### src/rtl/mips_muldiv_pkg.sv
// Shared encodings for the iterative multiply/divide unit.
//   op_e    : operation codes presented on mips_muldiv.op (6 and 7 are illegal)
//   state_e : sequencer states, also visible on mips_muldiv.state_dbg
package mips_muldiv_pkg;

  typedef enum logic [2:0] {
    OP_MULT  = 3'd0,
    OP_MULTU = 3'd1,
    OP_DIV   = 3'd2,
    OP_DIVU  = 3'd3,
    OP_MTHI  = 3'd4,
    OP_MTLO  = 3'd5
  } op_e;

  typedef enum logic [1:0] {
    IDLE = 2'd0,
    RUN  = 2'd1,
    FIX  = 2'd2
  } state_e;

endpackage

### src/rtl/mips_muldiv_cond_neg.sv
// Conditional two's-complement negate.
//   din  : value to pass through or negate
//   neg  : 1 -> dout = -din, 0 -> dout = din
//   dout : result (same width as din)
module muldiv_cond_neg #(
  parameter int WIDTH = 32
) (
  input  logic [WIDTH-1:0] din,
  input  logic             neg,
  output logic [WIDTH-1:0] dout
);

  assign dout = neg ? (~din + WIDTH'(1)) : din;

endmodule

### src/rtl/mips_muldiv.sv
// Iterative radix-2 multiply/divide unit with architectural HI/LO registers.
// Build option: define MIPS_MULDIV_DIV_EN to compile in the divider; without
// it DIV/DIVU are ignored like illegal ops and div_by_zero is tied low.
//
// Ports:
//   clk, reset (async, active low)
//   start/op/a/b : issue interface, sampled only in IDLE
//   flush        : abort the in-flight operation (also blocks a same-cycle issue)
//   busy         : registered, high while state != IDLE
//   done         : one-cycle pulse, hi/lo already hold the new result
//   div_by_zero  : pulses with done for a divide by zero
//   hi, lo       : architectural HI/LO
//   state_dbg    : current sequencer state (state_e encoding)
//
// Handshake: start is a single-cycle request accepted only when state is IDLE
// and flush is low; there is no ready, callers stall on busy instead.
module mips_muldiv
  import mips_muldiv_pkg::*;
#(
  parameter int WIDTH = 32
) (
  input  logic             clk,
  input  logic             reset,
  input  logic             start,
  input  logic [2:0]       op,
  input  logic [WIDTH-1:0] a,
  input  logic [WIDTH-1:0] b,
  input  logic             flush,
  output logic             busy,
  output logic             done,
  output logic             div_by_zero,
  output logic [WIDTH-1:0] hi,
  output logic [WIDTH-1:0] lo,
  output logic [1:0]       state_dbg
);

  localparam int CNT_W = $clog2(WIDTH + 1);

  state_e             state;
  logic [CNT_W-1:0]   cnt;
  // acc: product high half / partial remainder; mq: multiplier / quotient.
  logic [WIDTH-1:0]   acc;
  logic [WIDTH-1:0]   mq;
  logic [WIDTH-1:0]   opnd_b;
  logic               q_sign;

  logic               is_mul_op;
  logic               is_div_op;
  logic               is_sgn_op;
  logic [WIDTH-1:0]   abs_a;
  logic [WIDTH-1:0]   abs_b;
  logic [WIDTH:0]     mul_sum;
  logic [2*WIDTH-1:0] prod_fix;

  assign state_dbg = state;
  assign is_mul_op = (op == OP_MULT) || (op == OP_MULTU);
  assign is_sgn_op = (op == OP_MULT) || (op == OP_DIV);

  muldiv_cond_neg #(.WIDTH(WIDTH)) u_abs_a (
    .din(a), .neg(is_sgn_op & a[WIDTH-1]), .dout(abs_a));
  muldiv_cond_neg #(.WIDTH(WIDTH)) u_abs_b (
    .din(b), .neg(is_sgn_op & b[WIDTH-1]), .dout(abs_b));

  // Shift-add step: add multiplicand when the low multiplier bit is set, then
  // shift {sum, mq} right by one.
  assign mul_sum = {1'b0, acc} + (mq[0] ? {1'b0, opnd_b} : {(WIDTH+1){1'b0}});

  muldiv_cond_neg #(.WIDTH(2*WIDTH)) u_fix_prod (
    .din({acc, mq}), .neg(q_sign), .dout(prod_fix));

`ifdef MIPS_MULDIV_DIV_EN
  logic               div_r;
  logic               dz_r;
  logic               r_sign;
  logic [WIDTH-1:0]   a_raw;
  logic [WIDTH:0]     div_shl;
  logic [WIDTH:0]     div_diff;
  logic [WIDTH-1:0]   quo_fix;
  logic [WIDTH-1:0]   rem_fix;

  assign is_div_op = (op == OP_DIV) || (op == OP_DIVU);

  // Restoring step: remainder stays below the divisor, so the WIDTH+1 bit
  // difference is negative exactly when its top bit is set.
  assign div_shl  = {acc, mq[WIDTH-1]};
  assign div_diff = div_shl - {1'b0, opnd_b};

  muldiv_cond_neg #(.WIDTH(WIDTH)) u_fix_quo (
    .din(mq), .neg(q_sign), .dout(quo_fix));
  muldiv_cond_neg #(.WIDTH(WIDTH)) u_fix_rem (
    .din(acc), .neg(r_sign), .dout(rem_fix));
`else
  assign is_div_op   = 1'b0;
  assign div_by_zero = 1'b0;
`endif

  always_ff @(posedge clk or negedge reset) begin
    if (!reset) begin
      state  <= IDLE;
      busy   <= 1'b0;
      done   <= 1'b0;
      hi     <= '0;
      lo     <= '0;
      cnt    <= '0;
      acc    <= '0;
      mq     <= '0;
      opnd_b <= '0;
      q_sign <= 1'b0;
`ifdef MIPS_MULDIV_DIV_EN
      div_by_zero <= 1'b0;
      div_r       <= 1'b0;
      dz_r        <= 1'b0;
      r_sign      <= 1'b0;
      a_raw       <= '0;
`endif
    end else begin
      done <= 1'b0;
`ifdef MIPS_MULDIV_DIV_EN
      div_by_zero <= 1'b0;
`endif
      unique case (state)
        IDLE: begin
          if (start && !flush) begin
            if (is_mul_op || is_div_op) begin
              state  <= RUN;
              busy   <= 1'b1;
              cnt    <= CNT_W'(WIDTH);
              acc    <= '0;
              mq     <= abs_a;
              opnd_b <= abs_b;
              q_sign <= is_sgn_op & (a[WIDTH-1] ^ b[WIDTH-1]);
`ifdef MIPS_MULDIV_DIV_EN
              div_r  <= is_div_op;
              dz_r   <= (b == '0);
              r_sign <= is_sgn_op & a[WIDTH-1];
              a_raw  <= a;
`endif
            end else if (op == OP_MTHI) begin
              hi <= a;
            end else if (op == OP_MTLO) begin
              lo <= a;
            end
          end
        end
        RUN: begin
          if (flush) begin
            state <= IDLE;
            busy  <= 1'b0;
          end else begin
            cnt <= cnt - CNT_W'(1);
            if (cnt == CNT_W'(1)) state <= FIX;
`ifdef MIPS_MULDIV_DIV_EN
            if (div_r) begin
              if (!div_diff[WIDTH]) begin
                acc <= div_diff[WIDTH-1:0];
                mq  <= {mq[WIDTH-2:0], 1'b1};
              end else begin
                acc <= div_shl[WIDTH-1:0];
                mq  <= {mq[WIDTH-2:0], 1'b0};
              end
            end else
`endif
            begin
              acc <= mul_sum[WIDTH:1];
              mq  <= {mul_sum[0], mq[WIDTH-1:1]};
            end
          end
        end
        FIX: begin
          state <= IDLE;
          busy  <= 1'b0;
          if (!flush) begin
            done <= 1'b1;
`ifdef MIPS_MULDIV_DIV_EN
            if (div_r) begin
              if (dz_r) begin
                lo          <= '1;
                hi          <= a_raw;
                div_by_zero <= 1'b1;
              end else begin
                lo <= quo_fix;
                hi <= rem_fix;
              end
            end else
`endif
            begin
              {hi, lo} <= prod_fix;
            end
          end
        end
        default: begin
          state <= IDLE;
          busy  <= 1'b0;
        end
      endcase
    end
  end

endmodule

### config.mk
export PLATFORM = sky130hd
export DESIGN_NAME = mips_muldiv
export DESIGN_NICKNAME = d
export VERILOG_FILES = /design/src/rtl/mips_muldiv_pkg.sv /design/src/rtl/mips_muldiv_cond_neg.sv /design/src/rtl/mips_muldiv.sv
export SDC_FILE = /design/constraint.sdc
export NUM_CORES = 1
export LEC_CHECK = 0
export CORE_MARGIN = 2
export CORE_UTILIZATION = 52
export CTS_BUF_LIST = sky130_fd_sc_hd__clkbuf_8 sky130_fd_sc_hd__clkbuf_16
export DETAILED_ROUTE_END_ITERATION = 10
export HOLD_SLACK_MARGIN = 0.15
export PLACE_DENSITY = 0.78
export SLEW_MARGIN = 30
export SYNTH_ARGS = -nofsm -noshare
export SYNTH_HDL_FRONTEND = slang
export SYNTH_SLANG_ARGS = --single-unit
### constraint.sdc
create_clock -name clk -period 3.15 [get_ports clk]
set_input_delay 0.63 -clock clk [delete_from_list [all_inputs] [get_ports clk]]
set_output_delay 0.63 -clock clk [all_outputs]
set_load 0.01 [all_outputs]
### After elaboration in Yosys (flattened, before gate mapping)

Cells that the tools add are included.

* bits in registers: 171
* memories: 0
* bits in latches: 0
* RAM bits: 0
* output and inout bits: 69
* input port bits: 71
* ROM bits: 0

* $add $sub $neg: 5
* shifts and indexed selects: 0
* multiplexer cells: 38
* div/mod/pow operators: 0
* $mul: 0
* magnitude comparators: 0
* eq/ne operators: 17
* reductions and logical operators: 14
* bitwise gates (word level): 7

Operators with widths (count)
* $mux W32: 18
* $pmux W32 S2: 4
* $add A32 B1 Y32 const B: 2
* $add A64 B1 Y64 const B: 1
* $mux W64: 1
* $not A32 Y32: 2
* $not A64 Y64: 1
* $add A32 B32 Y33: 1
* $mux W6: 3
* $ne A2 B2 Y1 const B: 9
* $pmux W6 S2: 1
* $reduce_and A3 Y1: 3
* $mux W2: 4
* $eq A3 B3 Y1 const B: 2
* $eq A6 B1 Y1 const B: 1
* $reduce_and A6 Y1: 1
* $sub A6 B1 Y6 const B: 1
* $mux W1: 5
* $reduce_and A5 Y1: 1
* $pmux W2 S2: 1
* $reduce_and A4 Y1: 1
* $reduce_bool A2 Y1: 2
* $and A1 B1 Y1: 3
* $eq A3 B1 Y1 const B: 1
* 11 further kinds: 12

### Depth between registers and ports, before layout

Gate-level depths: netlist of the first run.

* word-level depth: 7
* depth in mapped cells: 13
* gate-level depth less buffers: 12

### Hierarchy

A second synthesis of the first run with hierarchy kept.

* cells, all modules: 1469
* area, all modules: 12469.5 um2

Modules (own cells, without submodules)
* mips_muldiv: times used 1, cells each 1065, seq. area each 4279.1 um2, area an instance 9266.4 um2
* muldiv_cond_neg at u_fix_prod: times used 1, cells each 206, seq. area each 0.0 um2, area an instance 1649.1 um2
* muldiv_cond_neg at u_abs_a ...: times used 2, cells each 99, seq. area each 0.0 um2, area an instance 777.0 um2

### Least setup slack after synthesis of the first run

No wires, ideal clock.

* path kind: register to register
* start: register mq[12]
* end: register hi[29]
* data required time: 3.046 ns
* arrival time: 2.952 ns
* setup slack: 0.094 ns
* stages on the path, launching flop included: 10
* cell sequence: dfrtp_1 -> or4_4 -> or4_1 -> buf_2 -> or4_4 -> nand2b_4 -> or2_4 -> o31ai_4 -> xor2_1 -> a221oi_1

* cells in the longest elaborated chain, start to end: 5

Ends and longest elaborated chain
* from (decl): RTL line mips_muldiv.sv:43 `logic [WIDTH-1:0] mq;`
* from (signal assigned): RTL line mips_muldiv.sv:129 `mq <= abs_a;`
* from (signal assigned): RTL line mips_muldiv.sv:165 `mq <= {mul_sum[0], mq[WIDTH-1:1]};`
* $not A64 Y64: RTL line mips_muldiv_cond_neg.sv:13 `assign dout = neg ? (~din + WIDTH'(1)) : din;`
* $add A64 B1 Y64: RTL line mips_muldiv_cond_neg.sv:13
* $mux W64: RTL line mips_muldiv_cond_neg.sv:13
* $mux W32: RTL line mips_muldiv.sv:172 `if (!flush) begin`
* $pmux W32 S2: RTL line mips_muldiv.sv:121 `unique case (state)`
* to (signal assigned): RTL line mips_muldiv.sv:187 `{hi, lo} <= prod_fix;`
* to (decl): RTL line mips_muldiv.sv:32 `output logic [WIDTH-1:0] hi,`

No other way between the ends. The select of a mux whose other input is x is not followed.
A chain may end at the register's enable or synchronous reset.

### Final worst setup path of the first run

Ends and elaborated chain as after synthesis.

==> flow_summary.toml, run 1 <==
[outcome]
status = "completed"

[finish]
num_antenna_cells = 0
final_util_pct = 66.12
fin_nets = 1641
design_area_um2 = 14340
area_delta_synth_final_pct = 25.35
n_fill_cell = 1807
drive_gt1_share_pct = 10.49

[global_route]
grt.overflow.total = 0
grt_max_degree = 67
grt_antenna_before_repair = 0
grt_pass1_wl_um = 58150
track_usage_pct = 31.48
grt_pass1_vias = 10659

[synth]
synthArstFlopShare_pct = 100.0
syn-cell-area_um2 = 11440
synth_area_leaders = "dfrtp_1 37%, o21ai_0 7.2%, xor2_1 6.6%, nand2_1 5.1%, xnor2_1 4.8%"
synth.cells.most_frequent = "171 x dfrtp_1, 164 x o21ai_0, 154 x nand2_1, 112 x nor2_1, 86 x xor2_1"
netlist.area_leader.share_pct = 37.40
yosys_warnings = 0
yosysMostFrequentCell = "dfrtp_1"
yosysTopAreaCell = "dfrtp_1"
synth-main-ff-cell = "dfrtp_1"
synth_area_per_cell_um2 = 8.388
synth_edf_count = 0
synth_cell_types = 61
syn-num-nets = 1473
synth_cells = 1364
ys_seq_area_share_pct = 37.40
ys_ff_latch = 171

[clocking]
tritoncts = "built"
clock_latency_ns = 0.45
cts.sinks = 171
hold_buffers = 0
cts_max_level = 4
numCtsBuffers = 17
path_clk_slew_ns = 0.07
root_buffer = "clkbuf_16"
clk_path_buf_depth = 2

[sta]
fin_crit_sh_pct = 97.88
final-setup-viol-count = 0
drv_slew = 0
fmax_mhz = 324.4
slew_headroom_pct = 44.85
min_period_ns = 3.083
rsz0062_at_grt = "false"
worstMarginPinSlew_ns = 0.8272
hold_viol_final = 0
clock_skew_ns = 0.01324

[drt]
antenna_left = 0
drt_wl_total_um = 36710
top_layer = "met4"
viasPerCell = 6.153
drt_iter0_drc = 1152
dr_wl_met2_um = 16010
drc = 0
route.met3.wl_um = 3111
first_pass_iters = 5
wl_per_cell_um = 20.11
drt-met1-wl_um = 15840
vias = 11230

[critical_path]
r2r_end = "hi[29]"
cpMostUsedCell = "or4_4"
worstPathArrival_ns = 3.43
max_stage_delay_ns = 0.58
path_buf_inv = 0
r2r_setup_slack_ns = 0.07
cpLargestDelayFamily = "simple AND/OR/NAND/NOR gates"
cp-end-kind = "flop"
r2r_start = "mq[12]"
required_ns = 3.50
cp_max_fo = 5
worstPathCellList = "or4_4, or4_4, or4_4, nand2b_4, or2_4, o31ai_4, xor2_1, a221oi_2"
critical_path_class = "flop to flop"
critPathLaunchType = "flop"
slowest_stage = "or4_4"
rr_worst_depth = 8

[floorplan]
fp.dieW_um = 152.3
rows = 54
ios = 140
initial_utilization_pct = 52.75
die_area_um2 = 23200
core-area_um2 = 21690
die_h_um = 152.3

[place]
io_buffers = 138
gp_congestion = 0.9614
hpwl_um = 28070
dpl_cell_area_um2 = 13680

[power]
powerDensity_nw_per_um2 = 675.7
ir_worst_vdd_v = 0.0003790
p_leak_nw = 6.088

[min_path]
hold_path_class = "primary input to asynchronous set/reset pin"

[flow_run]
maxCapViolCount = 0
## worst reg2reg max path, cell delays in order (launching register included)
cell and delay (ns):
dfrtp_1 0.38, or4_4 0.58, or4_4 0.46, or4_4 0.57, nand2b_4 0.19, or2_4 0.27
o31ai_4 0.18, xor2_1 0.11, a221oi_2 0.27
## layer usage
metal	vias to the layer above	global-route usage [%]
li1	5247	-
met1	5287	43.30
met2	597	48.63
met3	99	5.631
met4	0	14.55
met5	-	0
## repair_timing
action                                  4_1_cts  5_1_grt
endpoints found under the setup margin        2       10
pin swaps                                     0        1
buffers inserted                              0        0
resized for setup                             5       12
endpoints found under the hold margin         0        0
## metrics by stage
stage               std cells  setup TNS, ns  power (mW)  hold WS, ns  setup WS, ns
floorplan                1364              0       5.674       0.3344       0.09368
global placement         1793       -0.03826       7.377       0.4508      -0.02682
detailed placement       1793        -0.1970       7.477       0.4618      -0.06296
CTS                      1825              0       9.630       0.1688       0.01485
global route             1825              0       10.24       0.1972      0.004244
finish                   1825              0       9.690       0.1563       0.06692
## kinds of logic (layout without fill, tap and decap cells)
family                   count (synthesis)  in the layout  share of synthesized area [%]
buffers and inverters                  114            295                          3.784
adder cells (fa/ha/maj)                 38             38                          4.221
multiplexers                             5              5                         0.4375
XOR/XNOR                               149            149                          11.41
AO/OA/AOI/OAI                          442            442                          24.25
AND/OR/NAND/NOR                        444            444                          18.47
other                                    1              1                        0.03278
flip-flops                             171            171                          37.40
## worst max path at each step
stage               startpoint      end  slack [ns]  depth (start not counted)
detailed placement      mq[12]   hi[29]       -0.06                          8
global route            mq[12]   hi[11]       0.004                          9
finish                  mq[12]   hi[29]        0.07                          8
floorplan               mq[12]   hi[29]        0.09                          9
CTS                      mq[0]  acc[31]        0.01                         11
global placement         a[15]   mq[30]       -0.03                         10
## state kept, by name (all words and copies together) (netlist names)
name	count
busy	1
mq	32
state_dbg	2
opnd_b	32
cnt	6
q_sign	1
done	1
lo	32
acc	32
hi	32
## layout by cell type, fill, tap and decap left out, types with 7 or more instances in the layout
cell type | Yosys | final
and2_1 | 35 | 35
nand2b_1 | 10 | 9
a211oi_1 | 10 | 10
xnor2_1 | 63 | 63
dfrtp_1 | 171 | 171
a21o_1 | 21 | 20
clkdlybuf4s50_1 | 0 | 137
nor3_1 | 24 | 24
o41ai_1 | 14 | 14
inv_1 | 32 | 32
or3_1 | 13 | 13
buf_12 | 0 | 8
a31oi_1 | 13 | 13
o21ai_0 | 164 | 162
nor4_1 | 12 | 11
a221oi_1 | 11 | 9
nand4_1 | 9 | 9
nand3_1 | 29 | 28
a21oi_1 | 82 | 81
o31ai_1 | 45 | 42
nor2_1 | 112 | 111
nand2_1 | 154 | 153
ha_1 | 37 | 37
buf_4 | 1 | 85
a22oi_1 | 32 | 32
o221ai_1 | 7 | 7
clkbuf_16 | 0 | 17
o22ai_1 | 9 | 9
or4_1 | 13 | 12
xor2_1 | 86 | 86
## cell type report
cell class                 instances  area (um^2)  area share (%)
tap                              280        350.3           2.443
timing repair buffer             231         2181           15.21
inverter                          32        120.1          0.8375
clock buffer                      18        439.2           3.062
multi-input combinational       1079         6824           47.58
clock inverter                    14        147.6           1.029
sequential                       171         4279           29.84
## where the power goes
part           internal (mW)  switching, mW
clock network           1.14          0.987
logic                   1.91           2.15
registers               2.84          0.664
Note: power is estimated with default switching activity, not from simulation.
==> run 2, diff against run 1 <==
Settings changed: CTS_CLUSTER_DIAMETER from default to 30, SETUP_SLACK_MARGIN from default to 0.2.
==> run 2 against run 1 <==
  * Maximum frequency is 1.1% higher
  * Worst setup slack gained 0.034 ns
  * Non-clock buffer count grew 9
  * Final cell count is 0.55% higher
  * Critical path depth is the same
  * Via count up 0.45%
  * Clock power about the same
  * Global-route usage decreased by 1.1 points
  * Critical endpoint unchanged
  * Largest cell class unchanged
==> flow_summary.toml, run 2 (synthesis gave the netlist of run 1 again) <==
[floorplan]
die_area_um2 = 23200
fp.dieW_um = 152.3
initial_utilization_pct = 52.75
rows = 54
die_h_um = 152.3
ios = 140
core-area_um2 = 21690

[critical_path]
critPathLaunchType = "flop"
worstPathArrival_ns = 3.40
required_ns = 3.50
critical_path_class = "flop to flop"
cp-end-kind = "flop"
cp_max_fo = 5

[drt]
drt_wl_total_um = 36110
vias = 11280
viasPerCell = 6.147
antenna_left = 0
first_pass_iters = 6
wl_per_cell_um = 19.68
drt_iter0_drc = 1067
drc = 0

[finish]
mostFrequentLayoutCells = "171 x dfrtp_1, 156 x o21ai_0, 152 x nand2_1"
fin_nets = 1651
num_antenna_cells = 0
final_cells = 1835
area_delta_synth_final_pct = 27.34
final_common_cell = "dfrtp_1"
drive_gt1_share_pct = 12.93

[power]
pwr-share-seq_pct = 35.7
powerDensity_nw_per_um2 = 674.2
pwr-share-clk_pct = 21.7
switching_share_pct = 39.00
p_leak_nw = 6.139
intPower_mw = 5.991
combPwrFrac_pct = 42.6
ir_worst_vdd_v = 0.0003340
switchingPower_mw = 3.831

[sta]
rsz0062_at_grt = "true"
final-setup-viol-count = 0
worstMarginPinSlew_ns = 0.7814
hold-worst-slack_ns = 0.2158
fmax_mhz = 327.9
min_period_ns = 3.050
slew_headroom_pct = 47.90
hold_viol_final = 0
clock_skew_ns = 0.01169
drv_slew = 0
fin_crit_sh_pct = 96.81

[clocking]
numCtsBuffers = 17
path_clk_slew_ns = 0.07
cts.sinks = 171
clock_latency_ns = 0.44
tritoncts = "built"
cts_max_level = 4
root_buffer = "clkbuf_16"
clk_path_buf_depth = 2

[place]
io_buffers = 138
hpwl_um = 27070
gp_congestion = 0.9720
placed_cells = 1797

[outcome]
status = "completed"

[global_route]
grt_pass1_vias = 10346
grt_max_degree = 79
grt_pass1_wl_um = 56470
grt.overflow.total = 0
track_usage_pct = 30.40
grt_antenna_before_repair = 0

[min_path]
hold_path_class = "primary input to asynchronous set/reset pin"

[flow_run]
maxCapViolCount = 0
## run 2: cell count changes in the layout (fill, tap and decap cells not counted), moves of 4 or more
cell,delta
o31ai_1,-6
buf_4,+10
o21ai_0,-6
a21oi_1,-5
o31ai_4,+4
ha_1,-6
a21oi_2,+5
ha_2,+4
## run 2: cell type report
type                       instances  area, um^2
clock buffer                      17       425.4
clock inverter                    15       163.9
fill                            1728        7119
inverter                          32       120.1
multi-input combinational       1080        7003
sequential                       171        4279
tap                              280       350.3
timing repair buffer             240        2227
## run 2: power by group through the flow
stage | logic [mW] | clock network [mW] | registers [mW]
after floorplan | 2.20 | 0 | 3.49
after global placement | 3.86 | 0 | 3.48
after detailed placement | 3.95 | 0 | 3.50
after CTS | 4.00 | 2.15 | 3.47
after global routing | 4.55 | 2.24 | 3.59
final | 4.19 | 2.13 | 3.51
## run 2: path summary, 6_finish.rpt
path | slack [ns] | endpoint | depth (start not counted) | startpoint
max | 0.10 | hi[29] | 8 | mq[13]
min | 0.22 | lo[26] | 1 | reset
max reg2reg | 0.10 | hi[29] | 8 | mq[13]
min reg2reg | 0.47 | opnd_b[31] | 2 | opnd_b[31]
max in group asynchronous | 2.13 | hi[23] | 2 | reset
min in group clk | 0.47 | opnd_b[31] | 2 | opnd_b[31]
## run 2: routing by layer
layer	share of wire (%)	up-vias	GRT usage, %
met5	0	-	0
li1	-	5271	-
met4	5.1	0	14.42
met2	44	602	47.10
met1	42	5292	41.38
met3	8.2	115	5.688
## run 2: critical path, cell delays in order, from the launching register on
cell and delay [ns]:
dfrtp_1 0.38, or4_4 0.54, or4_4 0.48, or4_4 0.55, nand2b_4 0.18, or2_4 0.26
o31ai_4 0.18, xor2_1 0.11, a221oi_2 0.26
## run 2: timing repair
item                       4_1_cts  5_1_grt
setup buffers                    3        2
hold buffers                     0        0
setup endpoints to repair        9       40
gates resized for setup          7       51
pin swaps                        0       14
cloned                           1        0
## run 2: through the flow
stage	cell area (um^2)	setup TNS, ns	total power, mW	utilization, %	worst slack [ns]
finish	14570	0	9.822	67.17	0.1005
global route	14570	-0.01436	10.38	67.17	-0.01363
CTS	14340	0	9.619	66.13	0.1254
detailed placement	13690	-0.0002156	7.451	63.12	-0.0002156
global placement	13690	0	7.344	63.12	0.04183
floorplan	11460	0	5.689	-	0.1218
